==> config.mk <==
export PLATFORM = sky130hd
export DESIGN_NAME = btn_irq_gen
export DESIGN_NICKNAME = d
export VERILOG_FILES = /design/src/rtl/btn_irq_gen_pkg.sv /design/src/rtl/btn_irq_chan.sv /design/src/rtl/btn_irq_gen.sv
export SDC_FILE = /design/constraint.sdc
export NUM_CORES = 1
export LEC_CHECK = 0
export BUFFER_PORTS_ARGS = -buffer_cell sky130_fd_sc_hd__clkbuf_2
export CORE_MARGIN = 8
export CORE_UTILIZATION = 40
export CTS_CLUSTER_DIAMETER = 60
export CTS_CLUSTER_SIZE = 28
export DETAILED_ROUTE_END_ITERATION = 8
export HOLD_SLACK_MARGIN = 0.05
export SLEW_MARGIN = 40
export SYNTH_ARGS = -nofsm -noshare
export SYNTH_HDL_FRONTEND = slang
export SYNTH_SLANG_ARGS = --single-unit
==> constraint.sdc <==
create_clock -name clk -period 4.8 [get_ports clk]
set_input_delay 0.72 -clock clk [delete_from_list [all_inputs] [get_ports clk]]
set_output_delay 0.72 -clock clk [all_outputs]
set_load 0.005 [all_outputs]
==> src/rtl/btn_irq_gen_pkg.sv <==
// ----------------------------------------------------------------------------
// btn_irq_gen_pkg
// Shared definitions for the button interrupt generator:
//   - btn_state_e    : per-channel state (idle, pending, holdoff lockout)
//   - DEF_*          : default values for the top-level parameters
//   - holdoff_width  : width of the holdoff down-counter, never below 1 bit
// ----------------------------------------------------------------------------
package btn_irq_gen_pkg;

    typedef enum logic [1:0] {
        ST_IDLE    = 2'd0,
        ST_PENDING = 2'd1,
        ST_HOLDOFF = 2'd2
    } btn_state_e;

    localparam int DEF_NUM_BTN = 4;
    localparam int DEF_HOLDOFF = 16;
    localparam int DEF_CNT_W   = 8;

    // $clog2(1) is 0, so a zero holdoff still gets a one-bit counter.
    function automatic int holdoff_width(input int holdoff);
        int w;
        w = $clog2(holdoff + 1);
        if (w < 1) begin
            w = 1;
        end else begin
            w = w;
        end
        return w;
    endfunction

endpackage : btn_irq_gen_pkg

==> src/rtl/btn_irq_chan.sv <==
// ----------------------------------------------------------------------------
// btn_irq_chan
// One button channel: rising-edge detect on the debounced level, the
// IDLE/PENDING/HOLDOFF state machine, the holdoff lockout counter, the
// accepted-event counter and the sticky overrun flag.
//
// Ports:
//   clk          in   system clock
//   rst          in   asynchronous active-high reset
//   btn_level_i  in   debounced button level, synchronous to clk
//   irq_en_i     in   channel enable (capture and interrupt)
//   ack_i        in   acknowledge for this channel (already qualified)
//   pending_o    out  channel has an unacknowledged event
//   overrun_o    out  sticky: an edge was lost in PENDING or HOLDOFF
//   evt_count_o  out  accepted-event counter, wraps modulo 2^CNT_W
// ----------------------------------------------------------------------------
module btn_irq_chan
    import btn_irq_gen_pkg::*;
#(
    parameter int HOLDOFF = DEF_HOLDOFF,
    parameter int CNT_W   = DEF_CNT_W
) (
    input  logic             clk,
    input  logic             rst,
    input  logic             btn_level_i,
    input  logic             irq_en_i,
    input  logic             ack_i,
    output logic             pending_o,
    output logic             overrun_o,
    output logic [CNT_W-1:0] evt_count_o
);

    localparam int            HO_W    = holdoff_width(HOLDOFF);
    localparam logic [HO_W-1:0] HO_LOAD = HO_W'(HOLDOFF);
    localparam logic [HO_W-1:0] HO_ONE  = HO_W'(1);
    localparam logic [HO_W-1:0] HO_ZERO = {HO_W{1'b0}};

    btn_state_e       state_q, state_d;
    logic             prev_q;
    logic             pending_q, pending_d;
    logic             overrun_q, overrun_d;
    logic [HO_W-1:0]  hold_q, hold_d;
    logic [CNT_W-1:0] cnt_q, cnt_d;
    logic             rise_s;

    assign rise_s = btn_level_i & ~prev_q;

    // State, counters and flags; prev_q resets high so a button already
    // pressed at reset release is not seen as a new press.
    always_ff @(posedge clk or posedge rst) begin
        if (rst) begin
            state_q   <= ST_IDLE;
            prev_q    <= 1'b1;
            pending_q <= 1'b0;
            overrun_q <= 1'b0;
            hold_q    <= HO_ZERO;
            cnt_q     <= {CNT_W{1'b0}};
        end else begin
            state_q   <= state_d;
            prev_q    <= btn_level_i;
            pending_q <= pending_d;
            overrun_q <= overrun_d;
            hold_q    <= hold_d;
            cnt_q     <= cnt_d;
        end
    end

    // Next-state logic for the channel FSM and its side counters.
    always_comb begin
        state_d   = state_q;
        pending_d = pending_q;
        hold_d    = hold_q;
        cnt_d     = cnt_q;

        // An ack clears overrun; a lost edge in the same cycle re-sets it
        // below, so set has priority over clear.
        if (ack_i) begin
            overrun_d = 1'b0;
        end else begin
            overrun_d = overrun_q;
        end

        case (state_q)
            ST_IDLE: begin
                if (rise_s && irq_en_i) begin
                    state_d   = ST_PENDING;
                    pending_d = 1'b1;
                    cnt_d     = cnt_q + CNT_W'(1);
                end else begin
                    state_d   = ST_IDLE;
                end
            end

            ST_PENDING: begin
                if (ack_i) begin
                    pending_d = 1'b0;
                    if (HOLDOFF == 0) begin
                        state_d = ST_IDLE;
                        hold_d  = HO_ZERO;
                    end else begin
                        state_d = ST_HOLDOFF;
                        hold_d  = HO_LOAD;
                    end
                end else begin
                    state_d = ST_PENDING;
                end
                if (rise_s) begin
                    overrun_d = 1'b1;
                end else begin
                    overrun_d = overrun_d;
                end
            end

            ST_HOLDOFF: begin
                // Leave lockout on the cycle the counter reads 1; the <=
                // also recovers safely from a corrupted zero count.
                if (hold_q <= HO_ONE) begin
                    state_d = ST_IDLE;
                    hold_d  = HO_ZERO;
                end else begin
                    state_d = ST_HOLDOFF;
                    hold_d  = hold_q - HO_ONE;
                end
                if (rise_s) begin
                    overrun_d = 1'b1;
                end else begin
                    overrun_d = overrun_d;
                end
            end

            default: begin
                state_d   = ST_IDLE;
                pending_d = 1'b0;
                hold_d    = HO_ZERO;
            end
        endcase
    end

    assign pending_o   = pending_q;
    assign overrun_o   = overrun_q;
    assign evt_count_o = cnt_q;

endmodule : btn_irq_chan

==> src/rtl/btn_irq_gen.sv <==
// ----------------------------------------------------------------------------
// btn_irq_gen
// Turns rising edges on debounced button levels into latched, maskable
// pending events and drives one registered level interrupt to the PS.
//
// Ports:
//   clk            in   system clock
//   rst            in   asynchronous active-high reset
//   btn_level_i    in   [NUM_BTN]        debounced button levels
//   irq_en_i       in   [NUM_BTN]        per-channel capture/interrupt enable
//   irq_ack_i      in   1                single-cycle acknowledge strobe
//   ack_mask_i     in   [NUM_BTN]        channels acknowledged by irq_ack_i
//   irq_o          out  1                registered interrupt request
//   irq_pending_o  out  [NUM_BTN]        per-channel pending flags
//   overrun_o      out  [NUM_BTN]        per-channel sticky overrun flags
//   evt_count_o    out  [NUM_BTN*CNT_W]  channel i at [i*CNT_W +: CNT_W]
// ----------------------------------------------------------------------------
module btn_irq_gen
    import btn_irq_gen_pkg::*;
#(
    parameter int NUM_BTN = DEF_NUM_BTN,
    parameter int HOLDOFF = DEF_HOLDOFF,
    parameter int CNT_W   = DEF_CNT_W
) (
    input  logic                     clk,
    input  logic                     rst,
    input  logic [NUM_BTN-1:0]       btn_level_i,
    input  logic [NUM_BTN-1:0]       irq_en_i,
    input  logic                     irq_ack_i,
    input  logic [NUM_BTN-1:0]       ack_mask_i,
    output logic                     irq_o,
    output logic [NUM_BTN-1:0]       irq_pending_o,
    output logic [NUM_BTN-1:0]       overrun_o,
    output logic [NUM_BTN*CNT_W-1:0] evt_count_o
);

    logic [NUM_BTN-1:0] ack_vec_s;
    logic [NUM_BTN-1:0] pending_s;
    logic               irq_q, irq_d;

    assign ack_vec_s = {NUM_BTN{irq_ack_i}} & ack_mask_i;

    for (genvar g = 0; g < NUM_BTN; g++) begin : g_chan
        btn_irq_chan #(
            .HOLDOFF (HOLDOFF),
            .CNT_W   (CNT_W)
        ) u_chan (
            .clk         (clk),
            .rst         (rst),
            .btn_level_i (btn_level_i[g]),
            .irq_en_i    (irq_en_i[g]),
            .ack_i       (ack_vec_s[g]),
            .pending_o   (pending_s[g]),
            .overrun_o   (overrun_o[g]),
            .evt_count_o (evt_count_o[g*CNT_W +: CNT_W])
        );
    end

    // Interrupt request is any enabled pending channel; enable gates only
    // the request, so a disabled channel keeps its pending flag.
    always_comb begin
        irq_d = |(pending_s & irq_en_i);
    end

    // Interrupt output register.
    always_ff @(posedge clk or posedge rst) begin
        if (rst) begin
            irq_q <= 1'b0;
        end else begin
            irq_q <= irq_d;
        end
    end

    assign irq_o         = irq_q;
    assign irq_pending_o = pending_s;

endmodule : btn_irq_gen

* Yosys cells after proc, flatten, opt, wreduce, memory -nomap -nowiden
Index checks and enable logic that the tools add are counted.
** Word-level totals
- Flip-flop bits (word level) :: 73
- Input bits :: 15
- Output and inout bits :: 41
- Logic and storage cells :: 148
** Operators by class
- Add/sub/neg operators :: 8
- $lt $le $gt $ge :: 4
- Eq/ne operators :: 16
- Multiplexer cells :: 52
- Bitwise gates (word level) :: 18
- Reduce and logical (&&, ||, !) cells :: 25
** Operator list (count)
- $pmux 5 s3 :: 4
- $mux 5 :: 8
- $add 8x1->8 const B :: 4
- $mux 1 :: 24
- $pmux 2 s3 :: 4
- $le 5x1->1 const B :: 4
- $sub 5x1->5 const B :: 4
- $mux 2 :: 8
- $reduce_and 2->1 :: 8
- $not 1->1 :: 12
- $pmux 1 s3 :: 4
- $reduce_and 3->1 :: 4
- $and 4x4->4 :: 2
- $eq 2x1->1 const B :: 4
- $eq 2x2->1 const B :: 4
- $logic_not 2->1 :: 4
- $ne 2x1->1 const B :: 4
- $ne 2x2->1 const B :: 4
- $reduce_or 2->1 :: 4
- $and 1x1->1 :: 4
- $logic_and 1x1->1 :: 4
- $reduce_or 4->1 :: 1

* Logic depth before layout (Yosys ltp)
Gate-level depths: netlist (run 1).
- Depth after elaboration :: 5
- Mapped depth :: 7
- Depth with buffers taken out :: 6

* Hierarchy
A second synthesis (run 1) with hierarchy kept.
** Unflattened totals
- Cell total of the unflattened synthesis :: 379
- Area total of the unflattened synthesis :: 3849.9 um^2
** By module, submodules not included
- btn_irq_chan (g_chan[0].u_chan ...) :: times used 3, cells an instance 93, area each 928.4 um^2, sequential area each 451.7 um^2
- btn_irq_chan (g_chan[3].u_chan) :: times used 1, cells an instance 91, area each 992.2 um^2, sequential area each 451.7 um^2
- btn_irq_gen :: times used 1, cells an instance 9, area each 72.6 um^2, sequential area each 25.0 um^2

* Worst setup path after synthesis (run 1)
OpenSTA, ideal clock, no wires.
- Path kind :: input port to flip-flop
- Start point :: input ack_mask_i[1]
- End point :: register g_chan[1].u_chan.hold_q[2]
- Setup time :: 0.104 ns
- Data arrival time :: 1.680 ns
- Required time :: 4.696 ns
- Setup slack :: 3.016 ns
- Cell stages on the path :: 5
- Buffers on the path :: 1
- Path through :: a21boi_1 or2_1 buf_2 or4_1 o311ai_1
** Between the ends
- Longest elaborated chain between the ends :: 3
** Ends and longest elaborated chain
- from (decl) :: RTL line btn_irq_gen.sv:30 : input logic [NUM_BTN-1:0] ack_mask_i,
- $and 4x4->4 :: RTL line btn_irq_gen.sv:41 : assign ack_vec_s = {NUM_BTN{irq_ack_i}} & ack_mask_i;
- $ne 2x2->1 (no source line)
- $reduce_and 2->1 (no source line)
- to (signal assigned) :: RTL line btn_irq_chan.sv:63 : hold_q <= hold_d;
- to (decl) :: RTL line btn_irq_chan.sv:42 : logic [HO_W-1:0] hold_q, hold_d;
No other way between the ends.
A chain may end at the register's enable or synchronous reset.

* Worst setup path after layout (run 1)
- Start point :: register g_chan[1].u_chan.state_q[1]
- End point :: register g_chan[1].u_chan.hold_q[2]
** Between the ends
- Longest elaborated chain between the ends :: 3
- Elaborated cells on any way between the ends :: 7
- Those cells by class :: eq/ne: 3; mux: 1; bitwise: 1; reduce/logical: 2
** Ends and longest elaborated chain
- from (decl) :: RTL line btn_irq_chan.sv:38 : btn_state_e state_q, state_d;
- from (signal assigned) :: RTL line btn_irq_chan.sv:59 : state_q <= state_d;
- $eq 2x1->1 / $logic_not 2->1 (equally long branches) :: RTL line btn_irq_chan.sv:83 : case (state_q)
- $ne 2x2->1 (no source line) / $not 1->1 (equally long branches)
- $reduce_and 2->1 (no source line)
Several ways; a longest one is shown, not always the timed one.

==> results of run 1 <==
## cells in the final DEF (no fill, tap or decap), drive strengths merged, types with 5 or more instances in the layout
cell type	Yosys	layout
o31ai	6	6
nor2	31	31
and3	5	5
clkbuf	5	66
inv	26	26
a21boi	5	5
xor2	12	12
nand2	39	39
xnor2	20	20
o21ai	16	16
dfrtp	69	69
ha	28	28
nand4	17	17
a21oi	7	7
nand3	12	12
nor3	12	12
## sequential cells by signal, indices dropped and copies added (netlist names)
signal                     cells
g_chan.u_chan.evt_count_o     32
g_chan.u_chan.overrun_o        4
g_chan.u_chan.pending_o        4
irq_o                          1
g_chan.u_chan.state_q          8
g_chan.u_chan.hold_q          20
g_chan.u_chan.prev_q           4
## final cells by class
class | count | area, um^2 | share of cell area (%)
clock inverters | 5 | 104 | 2.43
clock buffers | 11 | 131 | 3.08
repair buffers | 56 | 283 | 6.63
well taps | 111 | 139 | 3.26
multi-input cells | 251 | 1680 | 39.4
flip-flops and latches | 73 | 1830 | 42.9
inverters | 26 | 97.6 | 2.29
## power groups by stage
stage / Combinational, mW / Clock [mW] / Sequential [mW]
2_1_floorplan: 0.291 / 0 / 0.825
3_3_place_gp: 0.411 / 0 / 0.844
3_5_place_dp: 0.420 / 0 / 0.848
4_1_cts: 0.422 / 0.585 / 0.836
5_1_grt: 0.478 / 0.610 / 0.856
6_report: 0.413 / 0.566 / 0.833
## routing by layer
layer / wire length (um) / GRT usage, % / vias up
met5: 0 / 0 / -
met4: 76 / 4.59 / 0
met3: 474 / 4.19 / 9
met2: 3370 / 20.0 / 55
met1: 3400 / 15.4 / 1297
li1: - / - / 1357
## path summary, 6_finish.rpt
check / from / end / slack, ns / depth (start not counted)
max: g_chan[1].u_chan.state_q[1] / g_chan[1].u_chan.hold_q[2] / 2.96 / 6
min: rst / g_chan[0].u_chan.evt_count_o[7] / 0.42 / 2
max reg2reg: g_chan[1].u_chan.state_q[1] / g_chan[1].u_chan.hold_q[2] / 2.96 / 6
min reg2reg: g_chan[1].u_chan.evt_count_o[7] / g_chan[1].u_chan.evt_count_o[7] / 0.47 / 1
max in group asynchronous: rst / g_chan[3].u_chan.evt_count_o[2] / 3.38 / 3
min in group clk: g_chan[1].u_chan.evt_count_o[7] / g_chan[1].u_chan.evt_count_o[7] / 0.47 / 1
## per-stage QoR
stage	std cells	hold slack [ns]	area, um^2
3_5_place_dp	517	0.465	4030
5_1_grt	533	0.452	4270
4_1_cts	533	0.429	4270
6_report	533	0.415	4270
3_3_place_gp	517	0.458	4030
2_1_floorplan	367	0.464	3710
## cells by family (layout without fill, tap and decap cells)
family                   Yosys count  in the layout
AO/OA/AOI/OAI                     56             56
XOR/XNOR                          32             32
adder cells (fa/ha/maj)           28             28
buffers and inverters             43             98
flip-flops                        73             73
multiplexers                       3              3
AND/OR/NAND/NOR                  132            132
## synth_stat cells, types with 2 or more instances
cell type | instances | area, um^2
sky130_fd_sc_hd__and4b_1 | 2 | 20.0
sky130_fd_sc_hd__nor2b_1 | 3 | 18.8
sky130_fd_sc_hd__mux2_2 | 3 | 33.8
sky130_fd_sc_hd__a21oi_1 | 7 | 35.0
sky130_fd_sc_hd__o21ai_0 | 16 | 80.1
sky130_fd_sc_hd__nor2_1 | 31 | 116
sky130_fd_sc_hd__a21boi_1 | 4 | 30.0
sky130_fd_sc_hd__ha_1 | 28 | 350
sky130_fd_sc_hd__nor3_1 | 12 | 60.1
sky130_fd_sc_hd__a22o_1 | 4 | 35.0
sky130_fd_sc_hd__a22oi_1 | 2 | 15.0
sky130_fd_sc_hd__buf_4 | 9 | 67.6
sky130_fd_sc_hd__o31a_1 | 3 | 26.3
sky130_fd_sc_hd__dfrtp_1 | 69 | 1730
sky130_fd_sc_hd__xor2_1 | 12 | 105
sky130_fd_sc_hd__nand2_1 | 39 | 146
sky130_fd_sc_hd__o31ai_1 | 6 | 45.0
sky130_fd_sc_hd__inv_1 | 26 | 97.6
sky130_fd_sc_hd__dfstp_2 | 4 | 105
sky130_fd_sc_hd__a32oi_1 | 2 | 17.5
sky130_fd_sc_hd__nand4_1 | 17 | 106
sky130_fd_sc_hd__and3_1 | 5 | 31.3
sky130_fd_sc_hd__o311ai_0 | 3 | 26.3
sky130_fd_sc_hd__nand3_1 | 12 | 60.1
sky130_fd_sc_hd__nor3b_1 | 2 | 15.0
sky130_fd_sc_hd__xnor2_1 | 20 | 175
sky130_fd_sc_hd__nand4b_1 | 2 | 17.5
sky130_fd_sc_hd__buf_2 | 3 | 15.0
sky130_fd_sc_hd__or2_2 | 3 | 18.8
sky130_fd_sc_hd__a21o_1 | 2 | 15.0
sky130_fd_sc_hd__clkbuf_1 | 5 | 18.8
sky130_fd_sc_hd__a31oi_1 | 3 | 18.8
==> results summary, run 1 <==
Setup repair after global routing left no endpoint under its margin. The kind of critical path is flip-flop to flip-flop. The fraction of the mapped netlist area in simple logic gates is 17.2%. The core outline area came out at 9110 um^2. The flop and latch count out of synthesis is 73. The worst setup path is captured at a flip-flop.

In this run the worst hold path is classified as input pin to async pin. The largest fanout of any net on the critical path came out at 10. Data on the critical path arrives at its endpoint at 2.08 ns. The number of optimization iterations in the first detailed-route pass is 5.

The multiplexer share of the synthesized area came out at 0.911%. The post-synthesis compound-gate area fraction is 10.2%. The setup slack after layout is 2.96 ns. At the placement stage, the worst setup path has a slack of 2.65 ns. The count of buffers added on input and output ports is 55. The via count came out at 2718. Together, buffers and inverters on the worst path number 1. The run finished with clean final reports. The proportion of power drawn by the clock network is 31.2%.

The actual slew at the worst max-slew pin came out at 0.590 ns. The number of endpoints with negative hold slack in the final report came out at 0. The analysis attributes to net switching a power of 550 uW.

Counting along the longest clock path gives a buffer depth of 2. Routability-driven placement finished with a final weighted congestion of 0.805. The number of inserted filler cells in the final layout is 887. The cell internal power dissipation is 1.26 mW. The tree is rooted in a sky130_fd_sc_hd__clkbuf_8. The critical path's top delay family is simple AND/OR/NAND/NOR gates.

In this run the mean area of a mapped cell was 10.1 um^2. The biggest cell delay along the critical path came out at 0.49 ns. The final period utilization is 38.3%.

The clock slew seen by the registers of the worst setup and hold paths is 0.08 ns. The net total in the final layout came out at 460. The count of instances resized after the clock tree is built is 0. The total global routing overflow came out at 0. For this configuration, the core starts out at a cell density of 40.7%. The Yosys warning count is 0. The number of different library cells in the post-synthesis netlist came out at 40. The number of DRC markers in iteration 0 is 120.

The largest net degree at the start of global routing is 46. For this run, asynchronously set or reset flops after synthesis account for 100%. The initial antenna violation count is 0.

The average wire per standard cell is 13.7 um. The total negative slack for setup checks came out at 0 ns. After synthesis, the largest family of logic cells by area is simple AND/OR/NAND/NOR gates.

The number of nets in the synthesized netlist is 410. Clock tree synthesis found a total of 73 sinks. The number of antenna diodes in the final layout is 0.

The number of endpoints failing setup at the final stage came out at 0. The clock skew came out at 0.0127 ns. The overall routing resource usage is 12.5%.

The floorplan step defined a die boundary enclosing 12600 um^2. The shortest clock period the worst path allows after layout is 1.84 ns. The number of enable-type register cells in the synthesized netlist is 0.

The most used flip-flop cell after synthesis is sky130_fd_sc_hd__dfrtp_1. The routed wire length came out at 7320 um. The max-capacitance violation count came out at 0. The number of buffers added for setup after CTS came out at 0. 56 I/O pins were placed. The number of hold-repair buffers added at the cts stage came out at 0. The via density per instance is 5.10. The post-synthesis to final-layout area growth came out at 15.0%.

In this run the cell area of the synthesized design comes to 3710 um^2. The number of slew-limit violations in the final report is 0. At the later pin of the worst-skew pair, clock insertion delay measures 0.34 ns. The TritonCTS buffer count is 9. In this run the core area contains 35 standard-cell rows. The highest clock frequency the design can meet came out at 544 MHz. The first global-routing pass estimated 13000 um of wire. The logic gate share of total power is 22.8%. The adder and majority gate portion of the synthesized area is 9.44%.

The worst setup path is launched from a flip-flop. The die outline height came out at 112 um. The synthesized netlist devotes 7.55% of its cell area to XOR and XNOR gates. The headroom to the max-slew limit came out at 60.6%. The cell count after synthesis came out at 367.

The sequential share of the synthesized area is 49.4%. The share of power burned in registers came out at 46.0%. IR analysis of the VDD net gives a maximum drop of 0.000131 V. The power per standard cell area came out at 425 nW/um^2.

In the final layout, the share of cells above drive strength 1 is 19.2%. The total chip power came out at 1.81 mW. The half-perimeter wire length after detailed placement came out at 5590 um. The critical path required time is 5.04 ns. The detail route stage leaves a number of antenna-violating nets equal to 0. The maximum level of the CTS H-tree is 3. At the end of the flow the core is filled with cells to 46.8%. The via count of the first global-routing pass came out at 2785.

The signal on the critical path passes through inv_1 > ha_1 > a21boi_1 > or2_1 > or4_1 > o311ai_1. The static power due to leakage is 2.09 nW. The floorplan die width came out at 112 um. The critical path's slowest cell is sky130_fd_sc_hd__or4_1. TritonCTS built the clock tree. Net switching is 30.4% of the power. The number of DRC violations after detailed routing is 0.
Note: power is estimated with default switching activity, not from simulation.
==> run 2, diff against run 1 <==
==> constraint.sdc (replaced) <==
create_clock -name clk -period 1.9 [get_ports clk]
set_input_delay 0.285 -clock clk [delete_from_list [all_inputs] [get_ports clk]]
set_output_delay 0.285 -clock clk [all_outputs]
set_load 0.005 [all_outputs]
==> results summary, run 2 (same netlist as run 1, synthesis figures left out) <==
Run status: finished clean (unchanged). The setup slack at placement came out at 0.189 ns (was 2.65 ns). The static power due to leakage came out at 2.10 nW (was 2.09 nW).

The actual slew at the worst max-slew pin is 0.377 ns (was 0.590 ns). The share of post-route cells with drive strength above 1 is 19.6% (was 19.2%). The headroom to the max-slew limit is 74.9% (was 60.6%).

The critical path required time came out at 2.17 ns (was 5.04 ns). The max-capacitance violation count came out at 0 (unchanged). The via count is 2765 (was 2718). The die outline height is 112 um (unchanged). The number of port buffers was 55 (unchanged).

The most common cell after layout, fill and taps aside is sky130_fd_sc_hd__dfrtp_1 (unchanged). Series of cell instances along the critical path: inv_1 > ha_1 > nand4b_1 > nor4_1 > xor2_1 (was inv_1 > ha_1 > a21boi_1 > or2_1 > or4_1 > o311ai_1). The net total in the final layout came out at 467 (was 460). The startpoint type of the worst setup path was a flip-flop (unchanged). The highest clock frequency the design can meet is 587 MHz (was 544 MHz). The reg-to-reg startpoint is g_chan[2].u_chan.state_q[0] (was g_chan[1].u_chan.state_q[1]). The data arrival time of the critical path came to 1.98 ns (was 2.08 ns). The startpoint identified for the worst hold timing path is irq_en_i[3].

The number of placement rows is 35 (unchanged). The worst hold path terminates at irq_o. The number of placed instances with taps included is 519 (was 517). The critical path's slowest cell is sky130_fd_sc_hd__dfrtp_1 (was sky130_fd_sc_hd__or4_1).

The number of cells on the worst hold path is 3. The via count of the first global-routing pass is 2733 (was 2785). The number of optimization iterations in the first detailed-route pass is 4 (was 5). The TritonCTS clock tree is built (unchanged). The capturing element type of the critical path is a flip-flop (unchanged). The hold slack is 0.178 ns (was 0.415 ns).

The setup slack after layout came out at 0.195 ns (was 2.96 ns). The number of buffers added for setup after CTS came to 0 (unchanged). The maximum level of the CTS H-tree came out at 3 (unchanged).

The maximum VDD drop came out at 0.000366 V (was 0.000131 V). The total negative slack for setup checks is 0 ns (unchanged). The root buffer selected by CTS is sky130_fd_sc_hd__clkbuf_8 (unchanged).

RSZ-0062 raised after global routing: no (unchanged). The flip-flop count of the largest register after layout came to 32 (unchanged). The number of I/O pins came out at 56 (unchanged).

The worst hold path class was input pin to flip-flop (was input pin to async pin). The clock slew seen by the registers of the worst setup and hold paths came out at 0.08 ns (about the same). The clock skew is 0.0150 ns (was 0.0127 ns).

The initial cell density of the core was 40.7% (unchanged). The number of cells traversed by the worst register-to-register path is 5 (was 6). The half-perimeter wire length after detailed placement came out at 5470 um (was 5590 um). The kind of critical path is flip-flop to flip-flop (unchanged).

The total chip power is 4.25 mW (was 1.81 mW). The antenna diode count came out at 0 (unchanged). The power per standard cell area came to 993 nW/um^2 (was 425 nW/um^2). Highest-count cells in the layout ignoring fill and taps: 69 x sky130_fd_sc_hd__dfrtp_1, 55 x sky130_fd_sc_hd__clkbuf_2, 39 x sky130_fd_sc_hd__nand2_1 (unchanged).

The post-synthesis to final-layout area growth is 15.5% (was 15.0%). The largest fanout of any net on the critical path came to 8 (was 10). The average wire per standard cell came out at 13.7 um (about the same).

The clock net sink count is 73 (unchanged). The clock latency of the later-clocked register in the worst-skew pair came out at 0.34 ns (about the same). The shortest clock period the worst path allows after layout is 1.70 ns (was 1.84 ns). The number of endpoints failing setup at the final stage was 0 (unchanged). The count of placed standard cells in the final layout, fillers left out came out at 540 (was 533).

The overall routing resource usage came to 12.2% (was 12.5%). The number of endpoints with negative hold slack in the final report is 0 (unchanged). The TritonCTS buffer count is 9 (unchanged). The endpoint of the worst-slack reg-to-reg timing path is g_chan[2].u_chan.evt_count_o[7] (was g_chan[1].u_chan.hold_q[2]). The placer's final routability congestion estimate was 0.798 (was 0.805). The largest net degree at the start of global routing came out at 74 (was 46). The floorplan die width is 112 um (unchanged). The initial antenna violation count is 0 (unchanged). The via density per instance came out at 5.12 (was 5.10). The register-to-register path setup slack came to 0.20 ns (was 2.96 ns). The number of DRC markers in iteration 0 is 98 (was 120).

The remaining antenna violation count came to 0 (unchanged). The number of slew-limit violations in the final report is 0 (unchanged). The final period utilization is 89.7% (was 38.3%). The number of DRC violations after detailed routing is 0 (unchanged).

The global-route wire length before repair was 12700 um (was 13000 um). The biggest cell delay along the critical path was 0.41 ns (was 0.49 ns). The total die area came out at 12600 um^2 (unchanged). The core outline area is 9110 um^2 (unchanged). The total global routing overflow is 0 (unchanged). The maximum clock path buffer count is 2 (unchanged).

The routed wire length came out at 7410 um (was 7320 um).
run 2: repair_timing:
action | CTS | global route
resized for setup | 0 | 0
hold buffers | 5 | 0
endpoints found under the setup margin | 0 | 1
endpoints found under the hold margin | 41 | 0
run 2: area by class of cell:
type / instances / area, um^2
Fill cell: 869 / 4820
Timing Repair Buffer: 63 / 360
Sequential cell: 73 / 1830
Multi-Input combinational cell: 251 / 1680
Inverter: 26 / 101
Clock buffer: 11 / 141
Clock inverter: 5 / 31.3
Tap cell: 111 / 139
run 2: per-stage QoR:
stage          instance area, um^2  utilization (%)
6_report                      4280             47.0
5_1_grt                       4280             47.0
3_3_place_gp                  4060             44.6
4_1_cts                       4280             47.0
3_5_place_dp                  4060             44.6
2_1_floorplan                 3710                -
run 2: layer usage:
layer / vias up / part of all wire (%) / track usage, %
met4: 0 / 1.5 / 5.13
li1: 1373 / - / -
met3: 9 / 6.0 / 3.38
met5: - / 0 / 0
met1: 1326 / 49 / 16.0
met2: 57 / 43 / 18.7
run 2: worst max path at each step:
stage	startpoint	end	slack (ns)	depth (start not counted)
after floorplan	g_chan[1].u_chan.state_q[1]	g_chan[1].u_chan.hold_q[2]	0.19	7
after CTS	g_chan[3].u_chan.state_q[0]	g_chan[3].u_chan.evt_count_o[7]	0.18	6
after detailed placement	g_chan[3].u_chan.state_q[0]	g_chan[3].u_chan.evt_count_o[7]	0.19	6
after global routing	g_chan[2].u_chan.state_q[0]	g_chan[2].u_chan.evt_count_o[7]	0.001	5
final	g_chan[2].u_chan.state_q[0]	g_chan[2].u_chan.evt_count_o[7]	0.20	5
after global placement	g_chan[3].u_chan.state_q[0]	g_chan[3].u_chan.evt_count_o[7]	0.26	6
run 2: report_power, final:
group | switching, mW | internal, mW | total, mW
Clock | 0.583 | 0.506 | 1.09
Combinational | 0.549 | 0.506 | 1.05
Sequential | 0.289 | 1.82 | 2.11
Total | 1.42 | 2.83 | 4.25
run 2: critical path, delay by kind of cell (launching register included):
family                     cells  cell delay, ns
and+or+nand+nor                2            0.74
DFF                            1            0.41
adders and majority gates      1            0.23
buffers and inverters          1            0.09
xor gates and xnor gates       1            0.17
==> run 3, diff against run 2 <==
--- a/config.mk
+++ b/config.mk
@@ -6,12 +6,11 @@
 export NUM_CORES = 1
 export LEC_CHECK = 0
 export BUFFER_PORTS_ARGS = -buffer_cell sky130_fd_sc_hd__clkbuf_2
-export CORE_MARGIN = 8
 export CORE_UTILIZATION = 40
 export CTS_CLUSTER_DIAMETER = 60
 export CTS_CLUSTER_SIZE = 28
 export DETAILED_ROUTE_END_ITERATION = 8
-export HOLD_SLACK_MARGIN = 0.05
+export GPL_TIMING_DRIVEN = 0
 export SLEW_MARGIN = 40
 export SYNTH_ARGS = -nofsm -noshare
 export SYNTH_HDL_FRONTEND = slang
==> results summary, run 3 (same netlist as run 1, synthesis figures left out) <==
The largest fanout of any net on the critical path is 10 (was 8). The number of slew-limit violations in the final report came to 0 (unchanged). Highest-count cells in the layout ignoring fill and taps: 69 x sky130_fd_sc_hd__dfrtp_1, 55 x sky130_fd_sc_hd__clkbuf_2, 39 x sky130_fd_sc_hd__nand2_1 (unchanged).

The first element of the critical path was g_chan[1].u_chan.state_q[0] (was g_chan[2].u_chan.state_q[0]). The proportion of power drawn by the clock network came out at 28.0% (was 25.6%). The static power due to leakage came out at 2.19 nW (was 2.10 nW). The antenna diode count came out at 0 (unchanged). The critical path's slowest cell is sky130_fd_sc_hd__or4_1 (was sky130_fd_sc_hd__dfrtp_1). The reg-to-reg startpoint is g_chan[1].u_chan.state_q[0] (was g_chan[2].u_chan.state_q[0]).

The via density per instance came to 4.97 (was 5.12). The routed wire length is 7050 um (was 7410 um). The actual slew at the worst max-slew pin is 0.517 ns (was 0.377 ns).

The critical path's top delay family was simple AND/OR/NAND/NOR gates (unchanged). The kind of critical path is flip-flop to flip-flop (unchanged). The clock net sink count is 73 (unchanged).

The register-to-register path setup slack came out at 0.08 ns (was 0.20 ns). The number of placement rows is 34 (was 35). The number of port buffers is 55 (unchanged).

The total chip power came out at 4.51 mW (was 4.25 mW). The capturing element type of the critical path is a flip-flop (unchanged). The worst hold path class is input pin to flip-flop (unchanged). The biggest cell delay along the critical path came out at 0.47 ns (was 0.41 ns). The number of cells traversed by the worst register-to-register path came out at 6 (was 5).

The clock skew came to 0.00922 ns (was 0.0150 ns). The initial cell density of the core is 41.9% (was 40.7%). The total negative slack for setup checks came out at 0 ns (unchanged). The total buffers and inverters traversed by the critical path is 1 (unchanged). The share of post-route cells with drive strength above 1 came to 22.0% (was 19.6%). The number of DRC violations after detailed routing came out at 0 (unchanged). The switching power as a share of total power is 30.7% (was 33.4%). The total global routing overflow is 0 (unchanged).

Series of cell instances along the critical path: ha_1 > a21boi_1 > or2_1 > buf_2 > or4_1 > o311ai_1 (was inv_1 > ha_1 > nand4b_1 > nor4_1 > xor2_1). The floorplan die width is 98.3 um (was 112 um). The highest clock frequency the design can meet is 550 MHz (was 587 MHz).

The number of I/O pins is 56 (unchanged). The TritonCTS clock tree is built (unchanged). The share of power burned in registers came to 46.4% (was 49.6%). The global-route wire length before repair is 11800 um (was 12700 um). The number of DRC markers in iteration 0 is 64 (was 98). The overall routing resource usage came to 15.4% (was 12.2%).

The data arrival time of the critical path came out at 2.06 ns (was 1.98 ns). The logic gate share of total power is 25.6% (was 24.8%). The average wire per standard cell is 12.8 um (was 13.7 um). RSZ-0062 raised after global routing: no (unchanged).

The largest net degree at the start of global routing is 24 (was 74). The headroom to the max-slew limit is 65.4% (was 74.9%). The root buffer selected by CTS is sky130_fd_sc_hd__clkbuf_8 (unchanged). The shortest clock period the worst path allows after layout is 1.82 ns (was 1.70 ns).

The critical path required time came out at 2.14 ns (was 2.17 ns). The net total in the final layout came out at 483 (was 467). The clock slew seen by the registers of the worst setup and hold paths came to 0.07 ns (was 0.08 ns). The startpoint type of the worst setup path is a flip-flop (unchanged). The remaining antenna violation count came out at 0 (unchanged). The power per standard cell area came out at 1020 nW/um^2 (was 993 nW/um^2). The maximum clock path buffer count came out at 2 (unchanged). The endpoint of the worst-slack reg-to-reg timing path was g_chan[1].u_chan.hold_q[2] (was g_chan[2].u_chan.evt_count_o[7]).

The clock latency of the later-clocked register in the worst-skew pair came out at 0.34 ns (about the same). Run status: finished clean (unchanged). The die outline height came out at 98.3 um (was 112 um). The most common cell after layout, fill and taps aside is sky130_fd_sc_hd__dfrtp_1 (unchanged). The maximum VDD drop is 0.000342 V (was 0.000366 V).

The termination of the worst setup path is g_chan[1].u_chan.hold_q[2] (was g_chan[2].u_chan.evt_count_o[7]). The cell internal power dissipation is 3.13 mW (was 2.83 mW). The number of optimization iterations in the first detailed-route pass is 8 (was 4). The half-perimeter wire length after detailed placement was 5350 um (was 5470 um). The switching power total came out at 1.38 mW (was 1.42 mW). The max-capacitance violation count is 0 (unchanged).

The number of inserted filler cells in the final layout came out at 846 (was 869). The via count of the first global-routing pass was 2612 (was 2733). The via count was 2749 (was 2765).

The total die area came out at 9660 um^2 (was 12600 um^2). The placer's final routability congestion estimate was 0.826 (was 0.798). The number of endpoints with negative hold slack in the final report came out at 0 (unchanged). The post-synthesis to final-layout area growth is 19.3% (was 15.5%).

The final period utilization was 95.7% (was 89.7%). The maximum level of the CTS H-tree is 3 (unchanged). The number of endpoints failing setup at the final stage came out at 0 (unchanged). The core outline area is 8850 um^2 (was 9110 um^2).

The flip-flop count of the largest register after layout came out at 32 (unchanged). The initial antenna violation count came out at 0 (unchanged). The number of gates on the worst path with buffers counted is 6 (was 5). The TritonCTS buffer count is 9 (unchanged).

The count of instances resized after the clock tree is built came out at 0 (unchanged).
[run 3: changes by cell type in the layout (fill, tap and decap cells not counted), moves of 2 or more]
cell | before | now
sky130_fd_sc_hd__dlygate4sd3_1 | 5 | 1
sky130_fd_sc_hd__clkinv_2 | 3 | 1
sky130_fd_sc_hd__buf_2 | 0 | 3
sky130_fd_sc_hd__clkbuf_8 | 10 | 12
sky130_fd_sc_hd__clkbuf_1 | 1 | 7
sky130_fd_sc_hd__buf_4 | 2 | 12
[run 3: how the worst min path moves through the flow]
stage / from / cells after the start / to / slack [ns]
2_1_floorplan: btn_level_i[0] / 0 / g_chan[0].u_chan.prev_q / 0.29
5_1_grt: btn_level_i[0] / 1 / g_chan[0].u_chan.prev_q / 0.03
3_5_place_dp: rst / 2 / g_chan[0].u_chan.evt_count_o[5] / 0.35
6_report: btn_level_i[0] / 1 / g_chan[0].u_chan.prev_q / 0.04
4_1_cts: btn_level_i[0] / 1 / g_chan[0].u_chan.prev_q / 0.02
3_3_place_gp: btn_level_i[0] / 1 / g_chan[0].u_chan.prev_q / 0.39
[run 3: worst register-to-register path, delay by kind of cell (launching register included)]
kind | cells | cell delay, ns
DFF | 1 | 0.40
and+or+nand+nor | 2 | 0.68
AOI/OAI and AO/OA | 2 | 0.25
buffers and inverters | 1 | 0.17
adders and majority gates | 1 | 0.22
[run 3: cell type report]
class | count | area [um^2] | area share, %
Clock inverter | 2 | 35.0 | 0.791
Sequential cell | 73 | 1830 | 41.4
Multi-Input combinational cell | 251 | 1680 | 37.9
Timing Repair Buffer | 62 | 370 | 8.37
Clock buffer | 14 | 173 | 3.90
Buffer | 17 | 101 | 2.29
Inverter | 26 | 101 | 2.29
Tap cell | 108 | 135 | 3.05
[run 3: routing by layer]
| layer | GRT usage (%) | up-vias | part of all wire, % |
|---|---|---|---|
| li1 | - | 1405 | - |
| met1 | 20.4 | 1290 | 51 |
| met2 | 24.1 | 43 | 45 |
| met3 | 2.72 | 11 | 2.4 |
| met4 | 7.92 | 0 | 1.8 |
| met5 | 0 | - | 0 |
[run 3: timing repair]
action,in CTS,in global routing
setup buffers,0,3
endpoints found under the setup margin,0,3
hold endpoints to repair,19,0
hold buffers,1,0
[run 3: metrics by stage]
step	util (%)	instances	area [um^2]	hold slack [ns]	setup slack, ns
after detailed placement	47.3	533	4190	0.347	0.0838
after floorplan	-	367	3710	0.289	0.189
after global routing	50.0	553	4430	0.0299	0.00670
final	50.0	553	4430	0.0436	0.0813
after global placement	46.6	530	4120	0.391	0.132
after CTS	49.8	550	4400	0.0192	0.0665
[run 3: power groups by stage]
stage / Clock, mW / Combinational, mW / Sequential (mW)
floorplan: 0 / 0.735 / 2.09
global placement: 0 / 1.12 / 2.11
detailed placement: 0 / 1.15 / 2.13
CTS: 1.31 / 1.16 / 2.10
global route: 1.36 / 1.30 / 2.15
finish: 1.26 / 1.15 / 2.09
